===== src/rtl/pipe_ctrl_pkg.sv =====
`default_nettype none
// ============================================================================
// Module      : pipe_ctrl_pkg
// Description : Shared encodings and helpers for the pipeline hazard/stall
//               control slice (FSM states, register-zero, NOP word).
// Revision    : 1.0 - initial release
// ============================================================================
package pipe_ctrl_pkg;

  // Front-end controller states
  typedef enum logic [1:0] {
    HOLD    = 2'd0,
    RUN     = 2'd1,
    MD_BUSY = 2'd2
  } ctrl_state_e;

  // $zero never carries a real dependency
  localparam logic [4:0]  REG_ZERO  = 5'd0;

  // Word loaded into IF/ID on a flush; also the canonical pipeline NOP
  localparam logic [31:0] NOP_INSTR = 32'h0000_0000;

  // True when a producer destination is a live (non-$zero) match of a source
  function automatic logic reg_hit(input logic [4:0] dst, input logic [4:0] src);
    return (dst != REG_ZERO) && (dst == src);
  endfunction

endpackage
`default_nettype wire


===== src/rtl/hazard_detect.sv =====
`default_nettype none
// ============================================================================
// Module      : hazard_detect
// Description : Combinational decode of the ID-stage stall condition:
//               load-use dependency or MULT/DIV unit occupancy.
// Revision    : 1.0 - initial release
// ============================================================================
module hazard_detect
  import pipe_ctrl_pkg::*;
(
  input  logic [4:0] id_rs_i,
  input  logic [4:0] id_rt_i,
  input  logic       id_uses_rt_i,
  input  logic       id_md_start_i,
  input  logic       id_md_use_i,
  input  logic       id_ex_mem_read_i,
  input  logic [4:0] id_ex_rt_i,
  input  logic       md_active_i,
  output logic       id_stall_o
);

  logic load_use;
  logic md_haz;

  // Load-use needs the load result one cycle too early; MD ops/reads must wait for the unit
  always_comb begin
    load_use   = id_ex_mem_read_i &&
                 (reg_hit(id_ex_rt_i, id_rs_i) ||
                  (id_uses_rt_i && reg_hit(id_ex_rt_i, id_rt_i)));
    md_haz     = md_active_i && (id_md_start_i || id_md_use_i);
    id_stall_o = load_use || md_haz;
  end

endmodule
`default_nettype wire


===== src/rtl/hazard_stall_ctrl.sv =====
`default_nettype none
// ============================================================================
// Module      : hazard_stall_ctrl
// Description : Central hazard/stall controller for the 5-stage pipeline.
//               Drives PC enable, IF/ID load/flush and ID/EX bubble, tracks
//               MULT/DIV occupancy and keeps saturating stall/flush counts.
// Revision    : 1.0 - initial release
// ============================================================================
module hazard_stall_ctrl
  import pipe_ctrl_pkg::*;
#(
  parameter int MD_LATENCY   = 4,
  parameter int RESET_CYCLES = 2,
  parameter int CNT_W        = 16
) (
  input  logic             clk,
  input  logic             rst_n,
  input  logic [4:0]       id_rs,
  input  logic [4:0]       id_rt,
  input  logic             id_uses_rt,
  input  logic             id_md_start,
  input  logic             id_md_use,
  input  logic             id_ex_mem_read,
  input  logic [4:0]       id_ex_rt,
  input  logic             ex_branch_taken,
  input  logic             imem_ready,
  output logic             pc_write,
  output logic             if_id_reg_ctrl,
  output logic             if_id_flush,
  output logic             id_ex_bubble,
  output logic             md_busy,
  output logic [CNT_W-1:0] stall_cycles,
  output logic [CNT_W-1:0] flush_count
);

  localparam logic [3:0]       MD_LOAD   = 4'(MD_LATENCY - 1);
  localparam logic [2:0]       HOLD_LOAD = 3'(RESET_CYCLES - 1);
  localparam logic [CNT_W-1:0] CNT_MAX   = {CNT_W{1'b1}};
  localparam logic [CNT_W-1:0] CNT_ONE   = CNT_W'(1);

  ctrl_state_e      state_q, state_d;
  logic [2:0]       hold_cnt_q, hold_cnt_d;
  logic [3:0]       md_cnt_q, md_cnt_d;
  logic [CNT_W-1:0] stall_q, stall_d;
  logic [CNT_W-1:0] flush_q, flush_d;

  logic             id_stall;
  logic             md_issue;
  logic             active;

  hazard_detect u_hazard_detect (
    .id_rs_i          (id_rs),
    .id_rt_i          (id_rt),
    .id_uses_rt_i     (id_uses_rt),
    .id_md_start_i    (id_md_start),
    .id_md_use_i      (id_md_use),
    .id_ex_mem_read_i (id_ex_mem_read),
    .id_ex_rt_i       (id_ex_rt),
    .md_active_i      (md_cnt_q != 4'd0),
    .id_stall_o       (id_stall)
  );

  // Hazard decode only matters once the front end has left HOLD
  assign active = (state_q == RUN) || (state_q == MD_BUSY);

  // Next-state, MD countdown and pipeline control outputs (branch > stall > imem wait)
  always_comb begin
    state_d        = state_q;
    hold_cnt_d     = hold_cnt_q;
    md_cnt_d       = md_cnt_q;
    md_issue       = 1'b0;
    pc_write       = 1'b0;
    if_id_reg_ctrl = 1'b1;
    if_id_flush    = 1'b1;
    id_ex_bubble   = 1'b1;

    case (state_q)
      HOLD: begin
        if (hold_cnt_q == 3'd0) begin
          state_d = RUN;
        end else begin
          hold_cnt_d = hold_cnt_q - 3'd1;
        end
      end

      RUN, MD_BUSY: begin
        if (ex_branch_taken) begin
          pc_write       = 1'b1;
          if_id_reg_ctrl = 1'b1;
          if_id_flush    = 1'b1;
          id_ex_bubble   = 1'b1;
        end else if (id_stall) begin
          // IF/ID holds its contents, so no flush even if fetch is also stalled
          pc_write       = 1'b0;
          if_id_reg_ctrl = 1'b0;
          if_id_flush    = 1'b0;
          id_ex_bubble   = 1'b1;
        end else if (!imem_ready) begin
          pc_write       = 1'b0;
          if_id_reg_ctrl = 1'b1;
          if_id_flush    = 1'b1;
          id_ex_bubble   = 1'b0;
        end else begin
          pc_write       = 1'b1;
          if_id_reg_ctrl = 1'b1;
          if_id_flush    = 1'b0;
          id_ex_bubble   = 1'b0;
        end

        // A squashed or stalled MD instruction does not reach the unit
        md_issue = id_md_start && !ex_branch_taken && !id_stall;

        // Countdown keeps running through flushes and fetch waits
        if (md_issue) begin
          md_cnt_d = MD_LOAD;
          state_d  = (MD_LOAD != 4'd0) ? MD_BUSY : RUN;
        end else if (md_cnt_q != 4'd0) begin
          md_cnt_d = md_cnt_q - 4'd1;
          state_d  = (md_cnt_q == 4'd1) ? RUN : MD_BUSY;
        end else begin
          state_d  = RUN;
        end
      end

      default: begin
        state_d = HOLD;
      end
    endcase
  end

  // Saturating performance counters; a branch flush pre-empts a stall in the same cycle
  always_comb begin
    stall_d = stall_q;
    flush_d = flush_q;
    if (active) begin
      if (ex_branch_taken) begin
        flush_d = (flush_q == CNT_MAX) ? flush_q : flush_q + CNT_ONE;
      end else if (id_stall) begin
        stall_d = (stall_q == CNT_MAX) ? stall_q : stall_q + CNT_ONE;
      end
    end
  end

  // State, countdowns and counters; reset discards any MD operation in flight
  always_ff @(posedge clk) begin
    if (!rst_n) begin
      state_q    <= HOLD;
      hold_cnt_q <= HOLD_LOAD;
      md_cnt_q   <= 4'd0;
      stall_q    <= '0;
      flush_q    <= '0;
    end else begin
      state_q    <= state_d;
      hold_cnt_q <= hold_cnt_d;
      md_cnt_q   <= md_cnt_d;
      stall_q    <= stall_d;
      flush_q    <= flush_d;
    end
  end

  assign md_busy      = active && (md_cnt_q != 4'd0);
  assign stall_cycles = stall_q;
  assign flush_count  = flush_q;

endmodule
`default_nettype wire


===== config.mk =====
export PLATFORM = sky130hd
export DESIGN_NAME = hazard_stall_ctrl
export DESIGN_NICKNAME = d
export VERILOG_FILES = /design/src/rtl/pipe_ctrl_pkg.sv /design/src/rtl/hazard_detect.sv /design/src/rtl/hazard_stall_ctrl.sv
export SDC_FILE = /design/constraint.sdc
export NUM_CORES = 1
export LEC_CHECK = 0
export ABC_AREA = 1
export CAP_MARGIN = 20
export CORE_MARGIN = 3
export CORE_UTILIZATION = 50
export DETAILED_ROUTE_END_ITERATION = 10
export GPL_TIMING_DRIVEN = 0
export PLACE_DENSITY = 0.85
export SYNTH_ARGS = -nofsm -noshare
export SYNTH_HDL_FRONTEND = slang
export SYNTH_SLANG_ARGS = --single-unit

===== constraint.sdc =====
create_clock -name clk -period 2.5 [get_ports clk]
set_clock_uncertainty 0.1 [all_clocks]
set_input_delay 0.5 -clock clk [delete_from_list [all_inputs] [get_ports clk]]
set_output_delay 0.5 -clock clk [all_outputs]
set_load 0.01 [all_outputs]

==> metrics, run 1 <==
status=finished, final reports clean; transition time of the tightest slew-check pin=638 ps; drt total wl=6.79 mm; maximum ir drop on the vdd rail=0.290 mV; maximum number of pins on one net before global-route repair=13; slowest stage delay, CP=370 ps; chip height=78.2 um; total track usage=23.4%; Int Pwr=1.35 mW; CTS tree=done; Max-Cap Viols=0; post-synthesis area per instance=6.66 um2; final hold slack=370 ps; total via count in the routed design=2760; first-pass GRT wire length=11.8 mm; Starting Density=53.4%; number of flops mapped to enable cells by yosys=0; number of clock buffers inserted by TritonCTS=5; class of the tightest hold or removal check=reg -> reg; category of cells accounting for the largest share of critical-path delay=buffers and inverters; sequential element share of the synthesized area=31.5%; DRC violation count after routing=0; per-cell routed wire length=12.9 um; cell breakdown of the critical path=inv_1, ha_1, clkbuf_4, inv_1, nor2_4, buf_4, o21ai_0, buf_2; flops & latches, synth=41; Post-layout nets=491; top cells by instance count after synthesis=102 x sky130_fd_sc_hd__nand2_1, 51 x sky130_fd_sc_hd__inv_1, 41 x sky130_fd_sc_hd__dfxtp_1; worst-path fanout max=10; Worst path most repeated cell=sky130_fd_sc_hd__inv_1; R2R Path Start=stall_cycles[0]; Final Power=2.21 mW; Post-Synthesis Cells=391; clock transition at the register clock pins on the worst setup and hold paths after CTS=80 ps; I/O pin count=60; vias per cell=5.23; top flip-flop cell by instance count after synthesis=sky130_fd_sc_hd__dfxtp_1; Worst Hold Launch=hold_cnt_q[0]; final core utilization=70.6%; setup repair after global routing missed its margin=no; headroom to the max-slew limit=57.1%; worst setup slack after layout=110 ps; Post-synth ARST share=0%; most instantiated library cell after synthesis=sky130_fd_sc_hd__nand2_1; endpoint type of the worst setup path=output port; Yosys warnings=0; final HPWL from detailed placement=4.95 mm; reg2reg setup slack=450 ps; number of design-rule violations left by the first detailed-router iteration=171; minimum period implied by the final worst setup slack=2390 ps; maximum count of clock buffers along a single path=2; ANT cells=0; fraction of post-synthesis cell area in the top cell type by area=31.5%; # rows=25; number of buffers and inverters on the critical path=5; crit path launch type=flip-flop; core outline area=0.00488 mm2; required time at the endpoint of the critical path=1900 ps; die extent in x=78.2 um; post-synthesis instance area=0.00260 mm2; number of global-route vias before repair=2552; final slew viol count=0; die area=0.00611 mm2; Placer Congestion=0.927; part of the cycle the worst path needs=95.6%; slowest cell on the critical path=sky130_fd_sc_hd__dfxtp_1; final hold violations=0; switching power=0.860 mW; fraction of power consumed by sequential logic=34.8%; GR Overflow Total=0; Fmax=0.418 GHz; Crit Path Category=reg -> out; largest cells by area after synthesis=sky130_fd_sc_hd__dfxtp_1 32%, sky130_fd_sc_hd__nand2_1 15%, sky130_fd_sc_hd__inv_1 7.4%; synthesized netlist net count=422; most area-hungry cell type in the Yosys netlist=sky130_fd_sc_hd__dfxtp_1; Static Leak=1.43 nW; critical path launch point=state_q[0]; antenna-violating nets left=0; antenna violations before repair=0; maximum level of the CTS H-tree=2; total power density per cell area=642 mW/mm2; Port-buffer cells=59; share of power burned in combinational logic=43.3%; layout overhead on the synthesized area=32.4%; fraction of final layout cells with drive strength greater than 1=10.6%; switching portion of total power=38.9%; Crit path arrival time=1790 ps; final-report setup violation count=0; portion of total power attributed to the clock network=21.9%; count of cell types in the netlist=28; root cell of the clock tree=sky130_fd_sc_hd__clkbuf_8; worst skew pair latency=300 ps; post-placement worst setup slack=-671 ps; Sinks on Clock Net=41; Initial DRT Pass Iterations=5
==> layout make-up <==
type | count | area [um2]
plain buffers | 11 | 77.6
clock buffers | 7 | 96.3
clock inverters | 1 | 5.00
fillers | 419 | 1430
inverters | 54 | 203
multi-input cells | 285 | 1550
flip-flops and latches | 41 | 822
well taps | 67 | 83.8
repair buffers | 62 | 608
==> per-layer routing <==
layer  vias to the layer above  part of all wire (%)  track usage (%)
met1                      1258                    45             31.4
li1                       1410                     -                -
met5                         -                     0                0
met3                         8                   5.4             4.82
met2                        84                    48             38.4
met4                         0                   1.1             6.12
==> through the flow <==
stage	instance area, um2	instances	setup TNS (ps)
after floorplan	2600	391	0
after global placement	3280	517	-2360
after detailed placement	3280	517	-2450
after CTS	3430	528	0
after global routing	3450	528	0
final	3450	528	0
==> kinds of logic after synthesis <==
logic type	Yosys count	share of synthesized area, %
xor+xnor	25	8.41
flops	41	31.5
compound gates	51	9.95
simple gates	201	36.0
buf+inv	65	10.3
fa+ha+maj	8	3.84
==> final timing paths <==
check,to,depth (start not counted)
hold / removal,hold_cnt_q[0],2
setup / recovery,if_id_flush,8
hold reg to reg,hold_cnt_q[0],2
setup reg to reg,stall_cycles[10],9
==> cell usage in the layout, fill, tap and decap left out, types with 7 or more instances in the layout <==
cell type,instances
sky130_fd_sc_hd__nand2_1,101
sky130_fd_sc_hd__inv_1,48
sky130_fd_sc_hd__dfxtp_1,40
sky130_fd_sc_hd__clkdlybuf4s50_1,40
sky130_fd_sc_hd__a21oi_1,36
sky130_fd_sc_hd__nor2_1,28
sky130_fd_sc_hd__nand4_1,25
sky130_fd_sc_hd__nand3_1,20
sky130_fd_sc_hd__xor2_1,16
sky130_fd_sc_hd__o21ai_0,11
sky130_fd_sc_hd__xnor2_1,9
sky130_fd_sc_hd__dlymetal6s2s_1,9
sky130_fd_sc_hd__nor3_1,7
sky130_fd_sc_hd__ha_1,7
sky130_fd_sc_hd__clkbuf_8,7
==> flip-flops by register name (all words and copies together), names as in the netlist <==
name          cells
stall_cycles     16
md_cnt_q          4
state_q           2
flush_count      16
hold_cnt_q        3
==> worst min-delay path, stage by stage (launching register included) <==
cell and delay [ps]:
sky130_fd_sc_hd__dfxtp_1 330, sky130_fd_sc_hd__nand2_1 60, sky130_fd_sc_hd__nand3_1 50
==> power groups by stage <==
stage	registers (mW)	logic [mW]	clock network, mW
after floorplan	0.779	0.557	0
after global placement	0.781	0.786	0
after detailed placement	0.783	0.821	0
after CTS	0.768	0.948	0.493
after global routing	0.783	1.07	0.526
final	0.770	0.958	0.483
==> what timing repair did <==
action	CTS	global route
gates resized for setup	36	17
setup buffers	3	0
cloned	0	0
setup endpoints to repair	5	4
pin swaps	2	6
hold buffers	0	0
Note: power is estimated with default switching activity, not from simulation.
==> run 2, diff against run 1 <==
CORE_UTILIZATION = 52   (was 50)
CTS_BUF_LIST = sky130_fd_sc_hd__clkbuf_8   (was default)
PLACE_DENSITY = 0.88   (was 0.85)
RECOVER_POWER = 50   (was default)
==> run 2 against run 1 <==
- worst hold slack improved by 11 ps
- largest cell class unchanged
- sequential power increased by 0.6%
- count of clock-buffer cells in the layout down 1
- combinational power decreased by 3.1%
- sequential share of layout area increased by 0.14 points
- critical endpoint is now id_ex_bubble
- clock power shrank 3%
- total power decreased by 1.8%
- first-iteration DRC count is 3.5% lower
- global-route usage up 0.60 points
- non-clock buffer count is the same
==> metrics, run 2 (synthesis results as in run 1) <==
I/O pin count=60; first-pass GRT wire length=11.8 mm; root cell of the clock tree=sky130_fd_sc_hd__clkbuf_8; worst skew pair latency=300 ps; die area=0.00589 mm2; final slew viol count=0; Crit path arrival time=1780 ps; total power density per cell area=635 mW/mm2; class of the tightest hold or removal check=reg -> reg; crit path launch type=input port; GR Overflow Total=0; fraction of final layout cells with drive strength greater than 1=10.6%; final core utilization=71.5%; final HPWL from detailed placement=5.03 mm; Static Leak=1.48 nW; final-report setup violation count=0; layout overhead on the synthesized area=31.4%; Sinks on Clock Net=41; most common library cell in the layout ignoring fill and taps=sky130_fd_sc_hd__nand2_1; required time at the endpoint of the critical path=1900 ps; maximum count of clock buffers along a single path=2; status=finished, final reports clean; share of power burned in combinational logic=42.7%; number of design-rule violations left by the first detailed-router iteration=165; antenna violations before repair=0; setup repair after global routing missed its margin=no; worst-path fanout max=6; switching power=0.877 mW; Initial DRT Pass Iterations=4; total track usage=24.0%; die extent in x=76.8 um; antenna-violating nets left=0; final hold violations=0; Placer Congestion=0.937; headroom to the max-slew limit=52.2%; leading cell types in the layout, fill and taps excluded=101 x sky130_fd_sc_hd__nand2_1, 46 x sky130_fd_sc_hd__inv_1, 41 x sky130_fd_sc_hd__dfxtp_1; Int Pwr=1.29 mW; Port-buffer cells=59; transition time of the tightest slew-check pin=710 ps; chip height=76.8 um; switching portion of total power=40.4%; Hold-fix buffers, CTS=0; Crit Path Category=in -> out; per-cell routed wire length=12.9 um; maximum level of the CTS H-tree=2; Max-Cap Viols=0; core outline area=0.00479 mm2; drt total wl=6.83 mm; Post-layout nets=491; Starting Density=54.4%; DRC violation count after routing=0; total via count in the routed design=2749; clock transition at the register clock pins on the worst setup and hold paths after CTS=90 ps; portion of total power attributed to the clock network=21.6%; setup_tns=0 ps; Fmax=0.420 GHz; # rows=25; ANT cells=0; minimum period implied by the final worst setup slack=2380 ps; fraction of power consumed by sequential logic=35.7%; endpoint type of the worst setup path=output port; number of clock buffers inserted by TritonCTS=5; maximum number of pins on one net before global-route repair=14; maximum ir drop on the vdd rail=0.349 mV; CTS tree=done; number of global-route vias before repair=2615; part of the cycle the worst path needs=95.2%; vias per cell=5.21
[run 2: cell types whose count changed in the layout (fill, tap and decap cells not counted), moves of 2 or more]
cell / previous run / this run
sky130_fd_sc_hd__o21ai_1: 2 / 0
sky130_fd_sc_hd__clkdlybuf4s50_1: 40 / 15
sky130_fd_sc_hd__dlygate4sd3_1: 0 / 30
sky130_fd_sc_hd__o21ai_0: 11 / 13
sky130_fd_sc_hd__inv_2: 5 / 7
sky130_fd_sc_hd__dlymetal6s2s_1: 9 / 4
sky130_fd_sc_hd__inv_1: 48 / 46
[run 2: power groups by stage]
| stage | Combinational [mW] | Sequential [mW] | Clock [mW] |
|---|---|---|---|
| detailed placement | 0.820 | 0.786 | 0 |
| global placement | 0.788 | 0.781 | 0 |
| global route | 1.04 | 0.787 | 0.497 |
| finish | 0.928 | 0.775 | 0.469 |
| floorplan | 0.557 | 0.779 | 0 |
| CTS | 0.955 | 0.774 | 0.475 |
[run 2: area by class of cell]
| type | instances | area (um2) |
|---|---|---|
| Clock buffer | 6 | 82.6 |
| Timing Repair Buffer | 63 | 603 |
| Inverter | 54 | 203 |
| Buffer | 10 | 66.3 |
| Fill cell | 402 | 1360 |
| Clock inverter | 2 | 13.8 |
| Multi-Input combinational cell | 285 | 1550 |
| Sequential cell | 41 | 821 |
| Tap cell | 67 | 83.8 |
[run 2: through the flow]
stage | std cells | hold WS (ps) | instance area [um2] | power, mW | worst slack (ps)
after global routing | 528 | 411 | 3420 | 2.32 | 10.2
final | 528 | 381 | 3420 | 2.17 | 120
after global placement | 517 | 340 | 3280 | 1.57 | -639
after detailed placement | 517 | 362 | 3280 | 1.61 | -664
after CTS | 528 | 383 | 3430 | 2.20 | 0.276
after floorplan | 391 | 329 | 2600 | 1.34 | 310
[run 2: layer usage]
metal,track usage (%),vias up,wire length (um),part of all wire [%]
li1,-,1409,-,-
met1,29.8,1236,3040,45
met2,40.2,88,3310,48
met3,3.87,16,349,5.1
met4,12.1,0,133,1.9
met5,0,-,0,0
[run 2: path summary, 6_finish.rpt]
check,start,cells after the start,slack [ps],endpoint
min,hold_cnt_q[0],2,380,hold_cnt_q[0]
max,id_rt[1],12,120,id_ex_bubble
max reg2reg,flush_count[0],7,420,flush_count[14]
min reg2reg,hold_cnt_q[0],2,380,hold_cnt_q[0]
[run 2: critical path, stage by stage]
cell	delay [ps]
sky130_fd_sc_hd__clkdlybuf4s50_1	480
sky130_fd_sc_hd__inv_1	40
sky130_fd_sc_hd__nand2_1	50
sky130_fd_sc_hd__nand2_1	50
sky130_fd_sc_hd__nor2_1	110
sky130_fd_sc_hd__nand3_1	80
sky130_fd_sc_hd__nand2_1	80
sky130_fd_sc_hd__nand2_2	80
sky130_fd_sc_hd__nand2_4	90
sky130_fd_sc_hd__inv_1	60
sky130_fd_sc_hd__nand2_1	50
sky130_fd_sc_hd__clkbuf_2	120
[run 2: what timing repair did]
action | in CTS | in global routing
cloned | 0 | 0
pin swaps | 1 | 8
gates resized for setup | 37 | 8
endpoints found under the setup margin | 5 | 4
endpoints found under the hold margin | 0 | 0
buffers inserted | 3 | 1
